--- src/rtl/int_sequencer_if.sv ---
// Interrupt sequencer bus: SFR inputs, core handshake and controller outputs.
// Handshake: int_req is held with int_vec/int_grant stable until the core pulses int_ack for one cycle or the request is withdrawn.
interface int_sequencer_if;
  logic [7:0]  ie;
  logic [4:0]  ip;
  logic [4:0]  int_flag;
  logic [1:0]  it;
  logic        int_block;
  logic        int_ack;
  logic        reti;
  logic        int_req;
  logic [15:0] int_vec;
  logic [4:0]  int_grant;
  logic [3:0]  clr_flag;
  logic [1:0]  in_service;

  modport master (
    output ie, ip, int_flag, it, int_block, int_ack, reti,
    input  int_req, int_vec, int_grant, clr_flag, in_service
  );

  modport slave (
    input  ie, ip, int_flag, it, int_block, int_ack, reti,
    output int_req, int_vec, int_grant, clr_flag, in_service
  );
endinterface

--- src/rtl/int_sequencer.sv ---
// 8051 interrupt sequencer: two-level priority arbitration, in-service nesting
// tracking and flag-clear pulses, one request at a time to the core.
module int_sequencer #(
  parameter logic [15:0] VEC_BASE = 16'h0003,
  parameter int          VEC_STEP = 8
) (
  input  logic           clk,
  input  logic           rst_n,
  int_sequencer_if.slave bus,
  output logic           state_dbg_o
);

  typedef enum logic {IDLE = 1'b0, REQ = 1'b1} state_t;

  state_t      state_q, state_d;
  logic [4:0]  grant_q, grant_d;
  logic        lvl_q, lvl_d;
  logic [15:0] vec_q, vec_d;
  logic [3:0]  clr_q, clr_d;
  logic [1:0]  is_q, is_d;

  logic [4:0]  pend;
  logic [4:0]  elig_hi;
  logic [4:0]  elig_lo;
  logic [4:0]  cand;
  logic [4:0]  win_oh;
  logic [2:0]  win_idx;

  // Eligibility uses the registered in_service, so a reti frees a level one cycle later.
  always_comb begin
    pend    = bus.int_flag & bus.ie[4:0] & {5{bus.ie[7]}};
    elig_hi = pend & bus.ip & {5{~is_q[1]}};
    elig_lo = pend & ~bus.ip & {5{is_q == 2'b00}};
    cand    = (elig_hi != 5'b0) ? elig_hi : elig_lo;
    win_oh  = cand & (~cand + 5'd1);
    win_idx = 3'd0;
    for (int i = 4; i >= 0; i--) begin
      if (cand[i]) win_idx = 3'(i);
    end
  end

  always_comb begin
    state_d = state_q;
    grant_d = grant_q;
    lvl_d   = lvl_q;
    vec_d   = vec_q;
    clr_d   = 4'b0;
    is_d    = is_q;

    // reti clears first so a same-cycle ack can set its level afterwards.
    if (bus.reti) begin
      if (is_q[1]) is_d[1] = 1'b0;
      else         is_d[0] = 1'b0;
    end

    case (state_q)
      IDLE: begin
        if ((cand != 5'b0) && !bus.int_block) begin
          state_d = REQ;
          grant_d = win_oh;
          lvl_d   = |(win_oh & bus.ip);
          vec_d   = VEC_BASE + 16'(VEC_STEP) * {13'd0, win_idx};
        end
      end
      REQ: begin
        if (bus.int_ack) begin
          if (lvl_q) is_d[1] = 1'b1;
          else       is_d[0] = 1'b1;
          clr_d   = {grant_q[3], grant_q[2] & bus.it[1], grant_q[1], grant_q[0] & bus.it[0]};
          state_d = IDLE;
          grant_d = 5'b0;
          lvl_d   = 1'b0;
          vec_d   = 16'h0000;
        end else if ((grant_q & pend) == 5'b0) begin
          state_d = IDLE;
          grant_d = 5'b0;
          lvl_d   = 1'b0;
          vec_d   = 16'h0000;
        end
      end
      default: state_d = IDLE;
    endcase
  end

  always_ff @(posedge clk or negedge rst_n) begin
    if (!rst_n) begin
      state_q <= IDLE;
      grant_q <= 5'b0;
      lvl_q   <= 1'b0;
      vec_q   <= 16'h0000;
      clr_q   <= 4'b0;
      is_q    <= 2'b00;
    end else begin
      state_q <= state_d;
      grant_q <= grant_d;
      lvl_q   <= lvl_d;
      vec_q   <= vec_d;
      clr_q   <= clr_d;
      is_q    <= is_d;
    end
  end

  assign bus.int_req    = (state_q == REQ);
  assign bus.int_vec    = vec_q;
  assign bus.int_grant  = grant_q;
  assign bus.clr_flag   = clr_q;
  assign bus.in_service = is_q;
  assign state_dbg_o    = state_q;

endmodule
--- src/flat_wrapper.sv ---
// flat-port wrapper written by rule: the top's interface ports become plain ports
module int_sequencer_flat 
#(
  parameter logic [15:0] VEC_BASE = 16'h0003,
  parameter int          VEC_STEP = 8
)
  (clk, rst_n, state_dbg_o, bus_ie, bus_ip, bus_int_flag, bus_it, bus_int_block, bus_int_ack, bus_reti, bus_int_req, bus_int_vec, bus_int_grant, bus_clr_flag, bus_in_service);
  int_sequencer_if bus_i ();
  input  logic clk;
  input  logic rst_n;
  output logic state_dbg_o;
  input wire logic [$bits(bus_i.ie)-1:0] bus_ie;
  input wire logic [$bits(bus_i.ip)-1:0] bus_ip;
  input wire logic [$bits(bus_i.int_flag)-1:0] bus_int_flag;
  input wire logic [$bits(bus_i.it)-1:0] bus_it;
  input wire logic [$bits(bus_i.int_block)-1:0] bus_int_block;
  input wire logic [$bits(bus_i.int_ack)-1:0] bus_int_ack;
  input wire logic [$bits(bus_i.reti)-1:0] bus_reti;
  output wire logic [$bits(bus_i.int_req)-1:0] bus_int_req;
  output wire logic [$bits(bus_i.int_vec)-1:0] bus_int_vec;
  output wire logic [$bits(bus_i.int_grant)-1:0] bus_int_grant;
  output wire logic [$bits(bus_i.clr_flag)-1:0] bus_clr_flag;
  output wire logic [$bits(bus_i.in_service)-1:0] bus_in_service;
  assign bus_i.ie = bus_ie;
  assign bus_i.ip = bus_ip;
  assign bus_i.int_flag = bus_int_flag;
  assign bus_i.it = bus_it;
  assign bus_i.int_block = bus_int_block;
  assign bus_i.int_ack = bus_int_ack;
  assign bus_i.reti = bus_reti;
  assign bus_int_req = bus_i.int_req;
  assign bus_int_vec = bus_i.int_vec;
  assign bus_int_grant = bus_i.int_grant;
  assign bus_clr_flag = bus_i.clr_flag;
  assign bus_in_service = bus_i.in_service;
  int_sequencer #(.VEC_BASE(VEC_BASE), .VEC_STEP(VEC_STEP)) u_core (.clk(clk), .rst_n(rst_n), .bus(bus_i), .state_dbg_o(state_dbg_o));
endmodule
--- config.mk ---
export PLATFORM = sky130hd
export DESIGN_NAME = int_sequencer_flat
export DESIGN_NICKNAME = d
export VERILOG_FILES = /design/src/rtl/int_sequencer_if.sv /design/src/rtl/int_sequencer.sv /design/src/flat_wrapper.sv
export SDC_FILE = /design/constraint.sdc
export NUM_CORES = 1
export LEC_CHECK = 0
export CELL_PAD_IN_SITES_DETAIL_PLACEMENT = 1
export CELL_PAD_IN_SITES_GLOBAL_PLACEMENT = 2
export CORE_UTILIZATION = 24
export CTS_BUF_LIST = sky130_fd_sc_hd__clkbuf_8
export CTS_CLUSTER_DIAMETER = 30
export CTS_CLUSTER_SIZE = 24
export DETAILED_ROUTE_END_ITERATION = 10
export PLACE_DENSITY_LB_ADDON = 0.08
export SKIP_LAST_GASP = 1
export SLEW_MARGIN = 5
export SYNTH_ARGS = -nofsm -noshare
export SYNTH_HDL_FRONTEND = slang
export SYNTH_SLANG_ARGS = --single-unit
--- constraint.sdc ---
create_clock -name clk -period 2 [get_ports clk]
set_input_delay 0.4 -clock clk [delete_from_list [all_inputs] [get_ports clk]]
set_output_delay 0.4 -clock clk [all_outputs]
set_load 0.01 [all_outputs]
==> flow_summary.toml <==
[clocking]
cts.clk_slew.worst_paths_ps = 60
cts_made_buffers = 3
cts_buffer_depth = 2
cts.sinks = 17
holdBufCountCts = 0
clkLatencyLatePin_ps = 250
cts_tree = "built"
root_buffer = "clkbuf_8"
cts_max_level = 1

[power]
power.density_nw_per_um2 = 605
p_int_w = 0.000792
p_switching_w = 0.000378
clockPowerShare_pct = 21.3
ir_drop_mv = 0.230
power_frac_seq_pct = 37.2
combPwrFrac_pct = 41.6
netSwitchingFraction_pct = 32.3
power_w = 0.00117
p_leak_nw = 0.882

[layout]
syn2layout_area_growth_pct = 66.0
nets = 229
antenna-diode-count = 0
drive_above_1_share_pct = 29.6
final_util_pct = 42.9
finalNonFillerCells = 255

[die]
die-width_um = 71.7
rows = 24
die_h_um = 71.7
core_area_um2 = 4500
die_area_um2 = 5140
num_io_pins = 54
initial_core_util_pct = 25.9

[synthesis]
synthFlopType = "dfrtp_1"
ys_ff_latch = 17
ys.warnings.count = 0
synthArstFlopShare_pct = 100
ys_seq_area_share_pct = 36.5
synth_edf_count = 0
ys_types = 45
synth_area_per_cell_um2 = 9.32
postSynthCellCount = 125
syn_area_um2 = 1160

[worst_setup_path]
rrSetupSlack_ps = 150
cp_data_required_time_ps = 2140
r2r-end = "u_core.bus.int_grant[3]"
r2r.worst_path.cells = 7
r2r_start = "u_core.bus.in_service[1]"
critPathKind = "in2reg"
cp.arrival_ps = 2080
path_max_fanout = 5
crit_path_end_kind = "flop"
critPathLaunchType = "primary input"

[worst_hold_path]
hold_class = "in2async"

[detailed_routing]
dr.pass1.iters = 5
wl_um = 4000
detail-route-antenna-nets = 0
vias = 1277
avgViaCountPerCell = 5.01
drc = 0
wl_per_cell_um = 15.7
drt-initial-drc-count = 39

[grt]
grt_pass1_wl_um = 6420
grt_use_total_pct = 16.2
grt_pass1_vias = 1320
overflow = 0
top_usage_layer = "met2"
grt_util_met1_pct = 20.0
met2_usage_pct = 28.9
antenna_found_initial = 0
grt_max_degree = 18
grt_use_met3_pct = 1.69

[timing]
rsz0062_at_grt = "no"
final-hold-violation-count = 0
setup_viol = 0
period_share_pct = 97.2
fin_setup_tns_ps = 0
slew_violations = 0
fin_worst_skew_ps = 1.11
worst_slack_ps = 55.8
finalCriticalPeriod_ps = 1940
max_freq_mhz = 514

[placed_design]
place_ws_ps = -342
dp_hpwl_um = 3230
routabilityCongestion = 0.789
numPortBuffers = 40
dpl.cell_count = 247

[status]
status = "complete, no violations"

[job]
drv_cap = 0
==> critical path, stage by stage <==
cell and delay (ps):
dlygate4sd2_1 260, and3b_1 200, o41a_1 450, o41ai_4 350
buf_6 170, nor4_1 50, a31o_1 200
==> power groups by stage <==
stage / sequential, W / combinational (W) / clock [W]
after CTS: 0.000436 / 0.000475 / 0.000253
after detailed placement: 0.000441 / 0.000461 / 0
after global placement: 0.000438 / 0.000455 / 0
final: 0.000435 / 0.000487 / 0.000249
after global routing: 0.000444 / 0.000522 / 0.000269
after floorplan: 0.000447 / 0.000200 / 0
==> Yosys cell counts, drive strengths merged (4+ instances only) <==
master | instances | area share [%]
o31ai | 5 | 3.7
nand2 | 11 | 3.5
nor2 | 4 | 1.3
nand3 | 9 | 3.9
dfrtp | 17 | 37
o21ai | 10 | 4.3
buf | 14 | 9.3
inv | 5 | 1.6
==> layout by cell type (no fill, tap or decap), types with 2 or more instances in the layout <==
cell type and count:
a21oi_1 3, a31o_1 2, a32o_1 3, and3_1 3, and3b_2 2, buf_4 37, clkbuf_8 3, clkdlybuf4s50_1 28
conb_1 11, dfrtp_1 16, dlygate4sd2_1 11, inv_1 6, nand2_1 11, nand2b_1 3, nand3_1 9, nor2_1 4
nor3_1 2, o211ai_1 3, o21a_1 2, o21ai_0 8, o21ai_1 2, o31ai_1 3, o31ai_2 2
==> cell type report <==
cell class | instances | area [um^2]
fillers | 536 | 2570
multi-input cells | 98 | 694
repair buffers | 79 | 683
flip-flops and latches | 17 | 427
well taps | 52 | 65.1
clock buffers | 3 | 41.3
inverters | 5 | 18.8
clock inverters | 1 | 3.75
==> worst max path at each step <==
| stage | from | to | slack (ps) | depth (start not counted) |
|---|---|---|---|---|
| floorplan | u_core.bus.in_service[1] | u_core.bus.int_grant[1] | 260 | 6 |
| global placement | bus_ie[2] | u_core.bus.int_grant[3] | -310 | 7 |
| detailed placement | bus_ie[2] | u_core.bus.int_grant[3] | -340 | 7 |
| CTS | bus_ie[7] | u_core.bus.int_vec[3] | -6 | 8 |
| global route | bus_ip[3] | u_core.bus.int_vec[4] | 9 | 7 |
| finish | bus_int_flag[1] | u_core.bus.int_grant[3] | 60 | 7 |
==> sequential cells by signal, summed over array words and instances, names as in the netlist <==
register	flops
u_core.bus.int_vec	4
u_core.bus.int_grant	5
u_core.bus.int_req	1
u_core.lvl_q	1
u_core.bus.clr_flag	4
u_core.bus.in_service	2
==> timing repair <==
action | CTS | global route
gates resized for setup | 18 | 7
setup buffers | 3 | 0
pin swaps | 5 | 1
endpoints found under the setup margin | 5 | 9
gates cloned | 1 | 0
==> per-stage QoR <==
| stage | hold WS [ps] | instance area, um^2 |
|---|---|---|
| finish | 472 | 1930 |
| global route | 488 | 1930 |
| CTS | 480 | 1900 |
| detailed placement | 495 | 1820 |
| global placement | 497 | 1820 |
| floorplan | 104 | 1200 |
==> logic make-up (layout without fill, tap and decap cells) <==
group	count (synthesis)	in the layout	synth area share [%]
compound gates	42	42	30.1
other cells	1	11	0.322
simple gates	45	45	21.8
flops	17	17	36.5
buf+inv	20	88	11.3
==> metal layers <==
layer / share of wire (%) / vias up
met5: 0 / -
met4: 1.5 / 0
met3: 4.3 / 6
met2: 51 / 52
met1: 44 / 609
li1: - / 610
(Power assumes the default switching activity.)
